### src/rtl/div_pkg.sv
// ---------------------------------------------------------------------------
// div_pkg
// Types shared by the sequential divider core and the div FIFO that feeds it.
//   div_op_t          : the four divide operations (2-bit encoding)
//   div_fifo_entry_t  : one queued operation {rs1, rs2, op, id}
//   div_state_t       : control states of the divider core
// The entry widths come from DIV_XLEN / DIV_ID_WIDTH. A core instantiated
// with other XLEN/ID_WIDTH values needs these localparams changed to match.
// ---------------------------------------------------------------------------
package div_pkg;

    localparam int DIV_XLEN     = 32;
    localparam int DIV_ID_WIDTH = 3;

    typedef enum logic [1:0] {
        DIV  = 2'd0,
        DIVU = 2'd1,
        REM  = 2'd2,
        REMU = 2'd3
    } div_op_t;

    typedef struct packed {
        logic [DIV_XLEN-1:0]     rs1;
        logic [DIV_XLEN-1:0]     rs2;
        div_op_t                 op;
        logic [DIV_ID_WIDTH-1:0] id;
    } div_fifo_entry_t;

    typedef enum logic [1:0] {
        IDLE   = 2'd0,
        SETUP  = 2'd1,
        DIVIDE = 2'd2,
        DONE   = 2'd3
    } div_state_t;

    // DIV and REM treat their operands as two's-complement numbers.
    function automatic logic op_is_signed(input div_op_t op);
        return (op == DIV) || (op == REM);
    endfunction

    // REM and REMU return the remainder rather than the quotient.
    function automatic logic op_is_rem(input div_op_t op);
        return (op == REM) || (op == REMU);
    endfunction

endpackage

### src/rtl/div_core_seq.sv
// ---------------------------------------------------------------------------
// div_core_seq
// Multi-cycle restoring radix-2 divider. Pops one operation from the div
// FIFO, spends one cycle forming operand magnitudes, XLEN cycles producing
// one quotient bit each, then holds the result until the consumer acks it.
//
// Ports
//   clk          : clock, rising edge
//   rst          : synchronous active-high reset; drops any in-flight op
//   fifo_valid   : the div FIFO has a head entry
//   fifo_data    : head entry {rs1, rs2, op, id}
//   fifo_pop     : head entry is taken this cycle
//   result_valid : result/result_id hold a completed operation
//   result_ack   : consumer takes the result this cycle
//   result       : quotient or remainder
//   result_id    : tag of the completed operation
// ---------------------------------------------------------------------------
module div_core_seq
    import div_pkg::*;
#(
    parameter int XLEN     = DIV_XLEN,
    parameter int ID_WIDTH = DIV_ID_WIDTH
) (
    input  logic                clk,
    input  logic                rst,
    input  logic                fifo_valid,
    input  div_fifo_entry_t     fifo_data,
    output logic                fifo_pop,
    output logic                result_valid,
    input  logic                result_ack,
    output logic [XLEN-1:0]     result,
    output logic [ID_WIDTH-1:0] result_id
);

    localparam int CNT_W = $clog2(XLEN) + 1;

    div_state_t state;
    div_state_t state_next;

    // Operation captured at pop time.
    logic [XLEN-1:0]     rs1_q;
    logic [XLEN-1:0]     rs2_q;
    div_op_t             op_q;
    logic [ID_WIDTH-1:0] id_q;

    // Iteration registers: quo_q starts as the dividend magnitude and has
    // quotient bits shifted in from the bottom as dividend bits leave the top.
    logic [XLEN-1:0]     quo_q;
    logic [XLEN-1:0]     rem_q;
    logic [XLEN-1:0]     dvs_q;
    logic                neg_quo_q;
    logic                neg_rem_q;
    logic [CNT_W-1:0]    count_q;

    logic [XLEN-1:0]     result_q;
    logic [ID_WIDTH-1:0] result_id_q;

    // Operand conditioning.
    logic                rs1_neg;
    logic                rs2_neg;
    logic [XLEN-1:0]     rs1_mag;
    logic [XLEN-1:0]     rs2_mag;
    logic                divisor_zero;
    logic [XLEN-1:0]     dz_result;

    // One restoring step.
    logic [XLEN:0]       shifted;
    logic [XLEN:0]       diff;
    logic                sub_ok;
    logic [XLEN-1:0]     rem_step;
    logic [XLEN-1:0]     quo_step;
    logic [XLEN-1:0]     quo_fix;
    logic [XLEN-1:0]     rem_fix;
    logic [XLEN-1:0]     final_result;

    // Magnitudes for the signed ops. The most negative value maps onto
    // itself, which read as unsigned is exactly its magnitude, so the
    // MIN / -1 overflow case falls out with quotient MIN and remainder 0.
    always_comb begin
        rs1_neg      = op_is_signed(op_q) & rs1_q[XLEN-1];
        rs2_neg      = op_is_signed(op_q) & rs2_q[XLEN-1];
        rs1_mag      = rs1_neg ? ({XLEN{1'b0}} - rs1_q) : rs1_q;
        rs2_mag      = rs2_neg ? ({XLEN{1'b0}} - rs2_q) : rs2_q;
        divisor_zero = (rs2_q == {XLEN{1'b0}});
        dz_result    = op_is_rem(op_q) ? rs1_q : {XLEN{1'b1}};
    end

    // The partial remainder is widened by one bit so the trial subtraction's
    // borrow is visible; a clear borrow means the divisor fits this step.
    always_comb begin
        shifted      = {rem_q, quo_q[XLEN-1]};
        diff         = shifted - {1'b0, dvs_q};
        sub_ok       = ~diff[XLEN];
        rem_step     = sub_ok ? diff[XLEN-1:0] : shifted[XLEN-1:0];
        quo_step     = {quo_q[XLEN-2:0], sub_ok};
        quo_fix      = neg_quo_q ? ({XLEN{1'b0}} - quo_step) : quo_step;
        rem_fix      = neg_rem_q ? ({XLEN{1'b0}} - rem_step) : rem_step;
        final_result = op_is_rem(op_q) ? rem_fix : quo_fix;
    end

    always_ff @(posedge clk) begin
        if (rst) begin
            state <= IDLE;
        end else begin
            state <= state_next;
        end
    end

    // The pop is masked during reset so no entry is lost to a cycle that is
    // about to be discarded anyway.
    always_comb begin
        state_next   = state;
        fifo_pop     = 1'b0;
        result_valid = 1'b0;
        case (state)
            IDLE: begin
                if (fifo_valid && !rst) begin
                    fifo_pop   = 1'b1;
                    state_next = SETUP;
                end
            end
            SETUP: begin
                state_next = divisor_zero ? DONE : DIVIDE;
            end
            DIVIDE: begin
                if (count_q == '0) begin
                    state_next = DONE;
                end
            end
            DONE: begin
                result_valid = 1'b1;
                if (result_ack) begin
                    state_next = IDLE;
                end
            end
            default: begin
                state_next = IDLE;
            end
        endcase
    end

    // Result registers are only written on the way into DONE, so they stay
    // put for however long the consumer stalls.
    always_ff @(posedge clk) begin
        if (rst) begin
            rs1_q       <= '0;
            rs2_q       <= '0;
            op_q        <= DIV;
            id_q        <= '0;
            quo_q       <= '0;
            rem_q       <= '0;
            dvs_q       <= '0;
            neg_quo_q   <= 1'b0;
            neg_rem_q   <= 1'b0;
            count_q     <= '0;
            result_q    <= '0;
            result_id_q <= '0;
        end else begin
            case (state)
                IDLE: begin
                    if (fifo_pop) begin
                        rs1_q <= fifo_data.rs1;
                        rs2_q <= fifo_data.rs2;
                        op_q  <= fifo_data.op;
                        id_q  <= fifo_data.id;
                    end
                end
                SETUP: begin
                    quo_q     <= rs1_mag;
                    dvs_q     <= rs2_mag;
                    rem_q     <= '0;
                    neg_quo_q <= rs1_neg ^ rs2_neg;
                    neg_rem_q <= rs1_neg;
                    count_q   <= CNT_W'(XLEN - 1);
                    if (divisor_zero) begin
                        result_q    <= dz_result;
                        result_id_q <= id_q;
                    end
                end
                DIVIDE: begin
                    quo_q   <= quo_step;
                    rem_q   <= rem_step;
                    count_q <= count_q - CNT_W'(1);
                    if (count_q == '0) begin
                        result_q    <= final_result;
                        result_id_q <= id_q;
                    end
                end
                default: begin
                end
            endcase
        end
    end

    assign result    = result_q;
    assign result_id = result_id_q;

endmodule

### config.mk
export PLATFORM = sky130hd
export DESIGN_NAME = div_core_seq
export DESIGN_NICKNAME = d
export VERILOG_FILES = /design/src/rtl/div_pkg.sv /design/src/rtl/div_core_seq.sv
export SDC_FILE = /design/constraint.sdc
export NUM_CORES = 1
export LEC_CHECK = 0
export CAP_MARGIN = 0
export CORE_MARGIN = 2
export CORE_UTILIZATION = 60
export CTS_BUF_LIST = sky130_fd_sc_hd__clkbuf_8
export DETAILED_ROUTE_END_ITERATION = 12
export GPL_ROUTABILITY_DRIVEN = 0
export GPL_TIMING_DRIVEN = 0
export PLACE_DENSITY_LB_ADDON = 0.05
export SYNTH_ARGS = -nofsm -noshare
export SYNTH_HDL_FRONTEND = slang
export SYNTH_SLANG_ARGS = --single-unit
### constraint.sdc
create_clock -name clk -period 8.6 [get_ports clk]
set_input_delay 2.15 -clock clk [delete_from_list [all_inputs] [get_ports clk]]
set_output_delay 2.15 -clock clk [all_outputs]
set_load 0.05 [all_outputs]
-- Word-level counts from Yosys, hierarchy flattened
Cells that the tools add are included.
- flip-flop bits (word level): 210
- latch bits: 0
- RAM bits: 0
- ROM bits: 0
- input bits: 73
- output and inout bits: 37
- logic and storage cells: 68
- memories kept: 0
- add/subtract/negate cells: 6
- multiply operators: 0
- divide/modulo/power cells: 0
- $lt $le $gt $ge: 0
- eq/ne operators: 9
- shifts and indexed selects: 0
- muxes and demuxes: 24
- bitwise gates (word level): 4
- reductions and logical operators: 12
- operators with widths (cell ; count):
    32-bit two-way mux ; 9
    32-bit one-hot mux with 2 select lines ; 3
    1-bit by 32-bit subtractor with 32-bit output, first input constant ; 4
    33-bit by 32-bit subtractor with 33-bit output ; 1
    32-bit zero test ; 1
    6-bit one-hot mux with 2 select lines ; 1
    2-bit equality test, second input constant ; 4
    2-bit inequality test, second input constant ; 4
    2-bit one-hot mux with 4 select lines ; 1
    6-bit zero test ; 1
    2-bit two-way mux ; 3
    3-bit two-way mux ; 2
    3-bit one-hot mux with 2 select lines ; 1
    3-bit AND reduction ; 2
    6-bit by 1-bit subtractor with 6-bit output, second input constant ; 1
    2-bit zero test ; 2
    1-bit two-way mux ; 4
    1-bit bitwise AND ; 2
    2-bit by 1-bit equality test with 1-bit output, second input constant ; 1
    1-bit logical OR ; 2
    2-bit AND reduction ; 1
    2-bit nonzero test ; 1
    1-bit logical AND ; 1
    1-bit zero test ; 1
    2 further kinds ; 2

-- Longest topological paths before layout
Gate-level depths: netlist of run 1.
- depth in word-level cells: 7
- depth in mapped cells: 23

-- Worst setup path before layout of run 1
OpenSTA, ideal clock, no wires.
- path type: input port to output port
- start: input port rst
- end: output port fifo_pop
- data arrival time: 3.599 ns
- setup slack: 2.851 ns
- cell stages on the path: 6
- cells stage by stage: clkbuf_1 -> nand2b_1 -> or2_2 -> clkbuf_1 -> clkinv_1 -> clkbuf_1
- longest elaborated chain between the ends: 4
- ends and longest elaborated chain (element ; RTL line ; source):
    start, declared ; div_core_seq.sv:25 ; input logic rst,
    1-bit zero test ; div_core_seq.sv:117 ; if (fifo_valid && !rst) begin
    1-bit logical AND ; div_core_seq.sv:117 ;
    1-bit two-way mux ; div_core_seq.sv:117 ;
    1-bit two-way mux ; div_core_seq.sv:115 ; case (state)
    end, declared ; div_core_seq.sv:28 ; output logic fifo_pop,
No other way between the ends.

-- Worst setup path in the final report of run 1
- start: input port fifo_valid
- end: output port fifo_pop
- longest elaborated chain between the ends: 3
- ends and longest elaborated chain (element ; RTL line ; source):
    start, declared ; div_core_seq.sv:26 ; input logic fifo_valid,
    1-bit logical AND ; div_core_seq.sv:117 ;
    1-bit two-way mux ; div_core_seq.sv:117 ;
    1-bit two-way mux ; div_core_seq.sv:115 ;
No other way between the ends.

==> results_dict.tcl, run 1 <==
set metrics [dict create \
    status "finished clean" \
    grt_start_max_net_pins 11 \
    drt-wirelength-per-cell_um 20.3 \
    start_kind "primary input" \
    fin_crit_sh_pct 78.3 \
    arrival_ns 4.59 \
    start_util_pct 61.6 \
    min_path_cells 2 \
    crit_required_ns 6.45 \
    path_clk_slew_ns 0.06 \
    ys_types 90 \
    syn_nets 1985 \
    dpl.hpwl_um 36300 \
    dr.pass1.iters 9 \
    finalHoldViolCount 0 \
    fmax_mhz 148 \
    syn2layout_area_growth_pct 15.6 \
    diodes 0 \
    critPathMaxFanout 10 \
    h-tree-depth 2 \
    die_area_sq_um 24600 \
    multiInputGateArea_sq_um 9110 \
    cts_setup_buffers 0 \
    drc 0 \
    cap_violations 0 \
    place_ws_ns 1.85 \
    grt_overflow_total 0 \
    vias 14900 \
    synth-seq-area-share_pct 30.0 \
    min_to "result[20]" \
    fin_skew_ns 0.0319 \
    slew_headroom_pct 37.3 \
    hp-class "reg -> reg" \
    syn_avg_cell_area_sq_um 7.51 \
    r2r-start "quo_q[31]" \
    slew_viol_final 0 \
    power.leakage_nw 6.30 \
    cts.path.max_buffers 3 \
    syn-cell-area_sq_um 14000 \
    setup_viol 0 \
    hold_start "result[20]" \
    antenna_found_initial 0 \
    critPathKind "in -> out" \
    setup.worst_path.start "fifo_valid" \
    period_needed_ns 6.74 \
    first_iter_violations 1910 \
    ys_ff_latch 210 \
    postLayoutCoreUtil_pct 71.2 \
    io_pins 110 \
    numCtsBuffers 36 \
    clock_sinks 210 \
    row_count 55 \
    worstSetupEndpointType "primary output" \
    final_cell_mix "275 x nand2_1, 227 x nor2_1, 210 x dfxtp_1, 131 x a21oi_1, 108 x clkdlybuf4s50_1" \
    grt_pass1_vias 13700 \
    power_per_cell_area_nw_per_um2 345 \
    r2r_slack_ns 2.27 \
    worst_slew_pin_slew_ns 0.940 \
    die_h_um 157 \
    nFillCells 1920 \
    ctsHoldBuffers 0 \
    final_common_cell "nand2_1" \
    ctsResizeCount 0 \
    fin_ws_ns 1.86 \
    port_buffers 108 \
    finalSetupTns_ns 0 \
    cts_tree "built" \
    drive_gt1_share_pct 5.00 \
    rsz0062_at_grt "no" \
    r2r_cells 21 \
    root_buffer "clkbuf_8" \
    routed_wl_um 47600 \
    core_sq_um 22800 \
    synth_cells 1868 \
    viasPerCell 6.34 \
    async_flop_share_pct 0 \
    ant_nets 0 \
    ir_drop_mv 0.160 \
    grtUsageTotal_pct 37.6 \
    clkLatencyLatePin_ns 0.54 \
    fp.dieW_um 157 \
    synth_edf_count 0 \
    ys.flop_type "dfxtp_1" \
    num-nets-final 2131 \
    seqCellArea_sq_um 4200 \
    grt_pass1_wl_um 72800 \
    yosys_warnings 0 \
    r2r-end "result[28]" \
]
-- where the power goes --
part	internal (W)	switching [W]	total, W
Combinational	0.00111	0.00208	0.00319
Sequential	0.00121	0.000280	0.00149
Clock	0.000483	0.000431	0.000914
-- routing by layer --
layer,vias to the layer above,track usage [%],share of wire [%]
li1,6948,-,-
met1,6885,50.5,41
met2,914,58.5,43
met3,168,8.15,12
met4,0,15.7,4.3
met5,-,0,0
-- final cells by class --
cell class                 count  share of cell area, %
inverter                      64                   1.48
tap                          313                   2.41
timing repair buffer         108                   6.66
clock buffer                  46                   3.90
sequential                   210                   25.9
clock inverter                16                  0.517
buffer                       117                   2.92
multi-input combinational   1477                   56.2
-- flip-flops by register name, indices dropped and copies added (netlist names) --
name,cells
rs1_q,32
result,32
state,2
count_q,6
neg_rem_q,1
id_q,3
result_id,3
op_q,2
rs2_q,32
neg_quo_q,1
dvs_q,32
rem_q,32
quo_q,32
-- cells by family after synthesis --
| logic type | count (synthesis) | share of synthesized area (%) |
|---|---|---|
| AND/OR/NAND/NOR | 778 | 26.7 |
| buffers and inverters | 181 | 5.08 |
| XOR/XNOR | 123 | 7.68 |
| adder cells (fa/ha/maj) | 44 | 3.98 |
| multiplexers | 68 | 4.90 |
| AO/OA/AOI/OAI | 464 | 21.7 |
| flip-flops | 210 | 30.0 |
-- worst max-delay path by stage --
stage	to
2_1_floorplan	fifo_pop
3_3_place_gp	fifo_pop
3_5_place_dp	fifo_pop
4_1_cts	fifo_pop
5_1_grt	fifo_pop
6_report	fifo_pop
-- synthesized netlist by cell type (10+ instances only) --
cell / n / area share [%]
nand3b_1: 71 / 3.8
nor4_1: 22 / 0.98
and2_1: 10 / 0.45
a311oi_1: 11 / 0.69
buf_1: 12 / 0.32
xnor2_1: 77 / 4.8
and3_1: 11 / 0.49
a22oi_1: 12 / 0.64
a21oi_1: 131 / 4.7
nand2b_1: 17 / 0.76
o21ai_0: 105 / 3.7
a211oi_1: 38 / 2.0
clkbuf_1: 87 / 2.3
ha_1: 43 / 3.8
buf_2: 15 / 0.54
o221ai_1: 15 / 0.94
nand2_1: 275 / 7.4
nor3_1: 37 / 1.3
o31ai_1: 28 / 1.5
o41ai_1: 13 / 0.81
nand3_1: 22 / 0.78
xor2_1: 46 / 2.9
nor2_1: 227 / 6.1
mux2i_1: 63 / 4.5
a21o_1: 13 / 0.70
dfxtp_1: 210 / 30
o211ai_1: 11 / 0.59
or3_1: 14 / 0.62
inv_1: 59 / 1.6
or4_1: 18 / 0.96
-- stage by stage --
stage / cells / hold WS [ns] / cell area, sq um / power, W
2_1_floorplan: 1868 / 0.432 / 14000 / 0.00366
6_report: 2351 / 0.443 / 16200 / 0.00559
4_1_cts: 2351 / 0.447 / 16200 / 0.00546
3_5_place_dp: 2289 / 0.437 / 15500 / 0.00455
3_3_place_gp: 2289 / 0.435 / 15500 / 0.00448
5_1_grt: 2351 / 0.462 / 16200 / 0.00587
-- critical path: stages --
cell and delay, ns:
clkdlybuf4s50_1 0.45, nand2b_1 0.08, or2_2 0.28, clkbuf_1 0.23, clkinv_1 0.19, clkbuf_1 0.32
clkdlybuf4s50_1 0.88
(Power assumes the default switching activity.)
==> inputs of run 2 (changes only) <==
- clock period: 8.6 -> 6.8 ns (I/O delays scaled with it)
==> results of run 2 <==
Same layout as run 1 (identical final DEF). Status: finished clean.
Among the figures that moved: setup slack after placement 1.85 ns -> 0.755 ns; clock-pin slew on the worst setup and hold paths 0.06 ns -> 0.07 ns; setup slack after layout 1.86 ns -> 0.465 ns; start point of the critical path fifo_valid -> quo_q[31]; end point of the critical path fifo_pop -> result[28]; register-to-register setup slack 2.27 ns -> 0.47 ns; total power 0.00559 W -> 0.00707 W; worst IR drop on VDD 0.160 mV -> 0.202 mV
